**src/rtl/hamming_enc_sched.sv**
```systemverilog
// Round-robin front end for the (15,11) Hamming encoder: grants one of two
// requesters, schedules single-bit error injection, and registers the codeword.
module hamming_enc_sched #(
  parameter int DATA_W = 11,
  parameter int CODE_W = 15,
  parameter int CNT_W  = 4
) (
  input  logic              clock,
  input  logic              reset_n,
  input  logic              req0_valid,
  input  logic [DATA_W-1:0] req0_data,
  output logic              req0_ready,
  input  logic              req1_valid,
  input  logic [DATA_W-1:0] req1_data,
  output logic              req1_ready,
  input  logic              inj_en,
  input  logic [CNT_W-1:0]  inj_period,
  output logic [DATA_W-1:0] enc_data,
  output logic [3:0]        enc_err_pos,
  input  logic [CODE_W-1:0] enc_code,
  output logic              out_valid,
  input  logic              out_ready,
  output logic [CODE_W-1:0] out_code,
  output logic              out_src,
  output logic              out_inj,
  output logic [7:0]        inj_count
);

  logic              last_reg;
  logic [CNT_W-1:0]  wcnt_reg;
  logic [3:0]        pos_reg;
  logic              out_valid_reg;
  logic [CODE_W-1:0] out_code_reg;
  logic              out_src_reg;
  logic              out_inj_reg;
  logic [7:0]        inj_count_reg;

  logic       any_valid;
  logic       winner;
  logic       can_load;
  logic       accept;
  logic       sched_on;
  logic       hit;
  logic [1:0] req_ready;

  assign any_valid = req0_valid | req1_valid;

  // Contention goes to the requester that did not win last time.
  always_comb begin
    winner = 1'b0;
    if (req0_valid && req1_valid) begin
      winner = ~last_reg;
    end else if (req1_valid) begin
      winner = 1'b1;
    end
  end

  assign can_load = !out_valid_reg || out_ready;
  // reset_n gating keeps the handshake quiet while reset is held low.
  assign accept   = reset_n && any_valid && can_load;

  for (genvar gi = 0; gi < 2; gi++) begin : g_ready
    assign req_ready[gi] = accept && (winner == 1'(gi));
  end

  assign req0_ready = req_ready[0];
  assign req1_ready = req_ready[1];

  assign sched_on = inj_en && (inj_period != '0);
  assign hit      = sched_on && (wcnt_reg == inj_period - CNT_W'(1));

  assign enc_data    = (reset_n && any_valid) ? (winner ? req1_data : req0_data) : '0;
  assign enc_err_pos = (reset_n && any_valid && hit) ? pos_reg : 4'd0;

  always_ff @(posedge clock or negedge reset_n) begin
    if (!reset_n) begin
      last_reg      <= 1'b1;
      wcnt_reg      <= '0;
      pos_reg       <= 4'd1;
      out_valid_reg <= 1'b0;
      out_code_reg  <= '0;
      out_src_reg   <= 1'b0;
      out_inj_reg   <= 1'b0;
      inj_count_reg <= 8'd0;
    end else begin
      if (accept) begin
        last_reg      <= winner;
        out_valid_reg <= 1'b1;
        out_code_reg  <= enc_code;
        out_src_reg   <= winner;
        out_inj_reg   <= (enc_err_pos != 4'd0);
      end else if (out_ready) begin
        out_valid_reg <= 1'b0;
      end

      // Disabling injection restarts the walk from bit 1 with a fresh count.
      if (!sched_on) begin
        wcnt_reg <= '0;
        pos_reg  <= 4'd1;
      end else if (accept) begin
        if (hit) begin
          wcnt_reg <= '0;
          pos_reg  <= (pos_reg == 4'd15) ? 4'd1 : pos_reg + 4'd1;
          if (inj_count_reg != 8'hFF) begin
            inj_count_reg <= inj_count_reg + 8'd1;
          end
        end else begin
          wcnt_reg <= wcnt_reg + CNT_W'(1);
        end
      end
    end
  end

  assign out_valid = out_valid_reg;
  assign out_code  = out_code_reg;
  assign out_src   = out_src_reg;
  assign out_inj   = out_inj_reg;
  assign inj_count = inj_count_reg;

endmodule

```
**config.mk**
```make
export PLATFORM = sky130hd
export DESIGN_NAME = hamming_enc_sched
export DESIGN_NICKNAME = d
export VERILOG_FILES = /design/src/rtl/hamming_enc_sched.sv
export SDC_FILE = /design/constraint.sdc
export NUM_CORES = 1
export LEC_CHECK = 0
export CAP_MARGIN = 20
export CORE_MARGIN = 2
export CORE_UTILIZATION = 65
export CTS_BUF_LIST = sky130_fd_sc_hd__clkbuf_16
export CTS_CLUSTER_DIAMETER = 200
export DETAILED_ROUTE_END_ITERATION = 8
export DONT_BUFFER_PORTS = 1
export GPL_ROUTABILITY_DRIVEN = 1
export PLACE_DENSITY = 0.81
export SLEW_MARGIN = 5
export SYNTH_ARGS = -nofsm -noshare
export SYNTH_HDL_FRONTEND = slang
export SYNTH_SLANG_ARGS = --single-unit
```
**constraint.sdc**
```tcl
create_clock -name clock -period 5.18 [get_ports clock]
set_input_delay 0.518 -clock clock [delete_from_list [all_inputs] [get_ports clock]]
set_output_delay 0.518 -clock clock [all_outputs]
set_load 0.05 [all_outputs]
```
==> results by group <==
Clock tree
  – Post_cts resized: 0
  – Clk slew on worst S/H paths: 60 ps
  – H-tree Lvls: 2
  – CTS tree: built
  – Max Root-Sink Buffers: 2
  – Number of post-CTS setup repair buffers: 0
  – Clk root buf: clkbuf_16
  – Clock Sink Count: 35
  – Clock Latency Late Sink: 280 ps
  – TritonCTS Buffers: 5

Worst setup path
  – CP Data Required Time: 4660 ps
  – R2R Path Start: out_valid
  – Critical path class: reg -> out
  – Crit-path cells: nand2b_1 -> nand2b_1 -> nor2_1
  – WP data arrival: 2570 ps
  – Reg2reg end: inj_count[1]
  – Critical path's largest stage delay: 980 ps
  – Startpoint Class: flip-flop
  – CP bufs+invs: 0
  – Path depth of the worst reg2reg path: 5
  – CP max FO: 28
  – CP most frequent cell: nand2b_1
  – Setup slack, reg-to-reg: 2550 ps
  – Crit-path leading delay family: simple AND/OR/NAND/NOR gates
  – Critical Path Slowest Stage Cell: nor2_1
  – Setup crit end kind: output pin

Place
  – Area after DPL: 0.00186 mm2
  – Number of buffers added on ports: 0
  – RePlAce Congestion: 0.777
  – DP Wirelength: 2.86 mm
  – DP Worst Slack: 2160 ps

STA
  – RSZ-0062 raised after global routing: false
  – Clock skew: 5.80 ps
  – Final period util: 0.597
  – Fin. Hold Viols: 0
  – Slew margin rel.: 0.294
  – Max Freq: 323 MHz
  – Fin worst setup slack: 2090 ps
  – Final setup fails: 0
  – Worst-Margin Slew: 1060 ps
  – Min Tclk post-route: 3090 ps
  – Slew Limit Fails: 0
  – Fin Setup TNS: 0 ps

Synth
  – Synth cell types: 38
  – Post-synth EDFFs: 0
  – Syn Inst Count: 214
  – #FFs+latches synth: 35
  – Main synth FF type: dfrtp_1
  – FFs w/ async S/R, synth: 1.00
  – Mapped cell area: 0.00185 mm2
  – Synth warn: 0
  – Syn_area_per_cell: 8.64 um2
  – Synthesized Nets: 266
  – Seq/Total Area, Yosys: 0.475

Global routing
  – Pin count of the biggest net entering global routing: 34
  – Gr ovfl total: 0
  – GRT Overall Usage: 0.256
  – Initial antenna violation count: 0
  – Vias in the first global route: 1394
  – First-pass GRT wire length: 6.37 mm

Drt
  – DRT iter0 DRCs: 85
  – DR vias: 1489
  – Detail Route Antenna Nets: 0
  – First-pass iteration count of the detailed router: 4
  – Vias per inst: 6.03
  – DRC: 0
  – Total wire length: 3.99 mm
  – Routed len/inst: 16.2 um

Finish
  – Ratio of cells with drive above 1 in the final layout: 0.0926
  – Area growth syn-to-layout: 11.2%
  – Post-Route Utilization: 0.752
  – Max FFs per register: 15
  – Final instance area: 0.00206 mm2
  – Final nets: 267
  – ANT cells: 0

Die
  – I/O pin count: 90
  – Core Rows: 19
  – Die H: 57.3 um
  – Initial core utilization: 0.676
  – Total core area: 0.00273 mm2
  – Die W: 57.3 um
  – Die area: 0.00329 mm2

Run status
  – Status: completed

Pwr
  – Total power: 0.870 mW
  – Pwr/cell area: 423 mW/mm2
  – Leakage: 1.00 nW
  – Maximum vdd drop: 0.473 mV

Flow run
  – Max-cap violations: 0

Min path
  – Worst hold path class: in -> async
==> cells in the final DEF (no fill, tap or decap), drive strengths merged, types with 2 or more instances in the layout <==
cell type,instances
nand2b,2
o211ai,2
nor3,4
dfrtp,33
and2,4
xnor2,9
a21oi,14
inv,8
and3,2
clkbuf,5
a21o,3
dfstp,2
o31ai,2
o31a,2
nand4,4
ha,5
nor2,9
buf,2
nand2,80
a31oi,2
xor2,3
nand3,6
mux2i,2
==> report_power, final <==
part / leakage (nW) / total [mW] / internal [mW] / switching [mW]
Combinational: 0.465 / 0.107 / 0.0314 / 0.0757
Sequential: 0.451 / 0.418 / 0.301 / 0.117
Clock: 0.0844 / 0.345 / 0.229 / 0.116
Total: 1.00 / 0.870 / 0.562 / 0.308
==> synth_stat cells (all sizes together) (3+ instances only) <==
master | instances | area share
nor2 | 9 | 0.020
xor2 | 3 | 0.014
buf | 3 | 0.0068
nand2 | 80 | 0.16
nor3 | 4 | 0.014
and2 | 4 | 0.014
xnor2 | 9 | 0.047
inv | 7 | 0.014
a21oi | 14 | 0.038
a21o | 3 | 0.012
nand3 | 6 | 0.019
nand4 | 4 | 0.014
dfrtp | 33 | 0.45
ha | 5 | 0.034
clkbuf | 5 | 0.010
==> layer usage <==
metal  wire length, um  global-route usage
met2              2110               0.458
met1              1520               0.285
met4                78              0.0997
met3               293              0.0726
met5                 0                   0
==> cell type report <==
cell class | count | area [um2]
timing repair buffer | 2 | 27.5
inverter | 7 | 26.3
clock inverter | 3 | 47.5
clock buffer | 5 | 125
multi-input combinational | 164 | 913
sequential | 35 | 878
tap | 31 | 38.8
fill | 192 | 677
==> cell families (layout without fill, tap and decap cells) <==
family	Yosys count	after routing	synth area share
multiplexers	3	3	0.0169
AND/OR/NAND/NOR	115	115	0.269
buffers and inverters	15	17	0.0311
AO/OA/AOI/OAI	28	28	0.101
adder cells (fa/ha/maj)	5	5	0.0338
flip-flops	35	35	0.475
XOR/XNOR	13	13	0.0731
==> worst reg2reg max path: stages, from the launching register on <==
cell and delay, ps:
dfrtp_1 570, nand2b_1 230, nand2b_1 520, a311oi_2 670, nand2_1 220, mux2_2 310
==> worst max-delay path by stage <==
stage | startpoint | endpoint | slack, ps | depth (start not counted)
CTS | out_valid | req1_ready | 2080 | 3
global placement | req1_valid | req1_ready | 2230 | 3
global route | out_valid | req1_ready | 1890 | 3
floorplan | inj_period[0] | enc_err_pos[0] | 2480 | 7
finish | out_valid | req1_ready | 2090 | 3
detailed placement | req1_valid | req1_ready | 2160 | 3
==> what timing repair did <==
| action | 4_1_cts | 5_1_grt |
|---|---|---|
| hold endpoints to repair | 33 | 0 |
| hold buffers | 1 | 0 |
| setup endpoints to repair | 0 | 0 |
==> per-stage QoR <==
stage	cells	hold WS [ps]
after global routing	247	62.5
after global placement	237	223
after floorplan	214	222
after detailed placement	237	223
after CTS	246	62.6
final	247	55.4
Note: power is estimated with default switching activity, not from simulation.
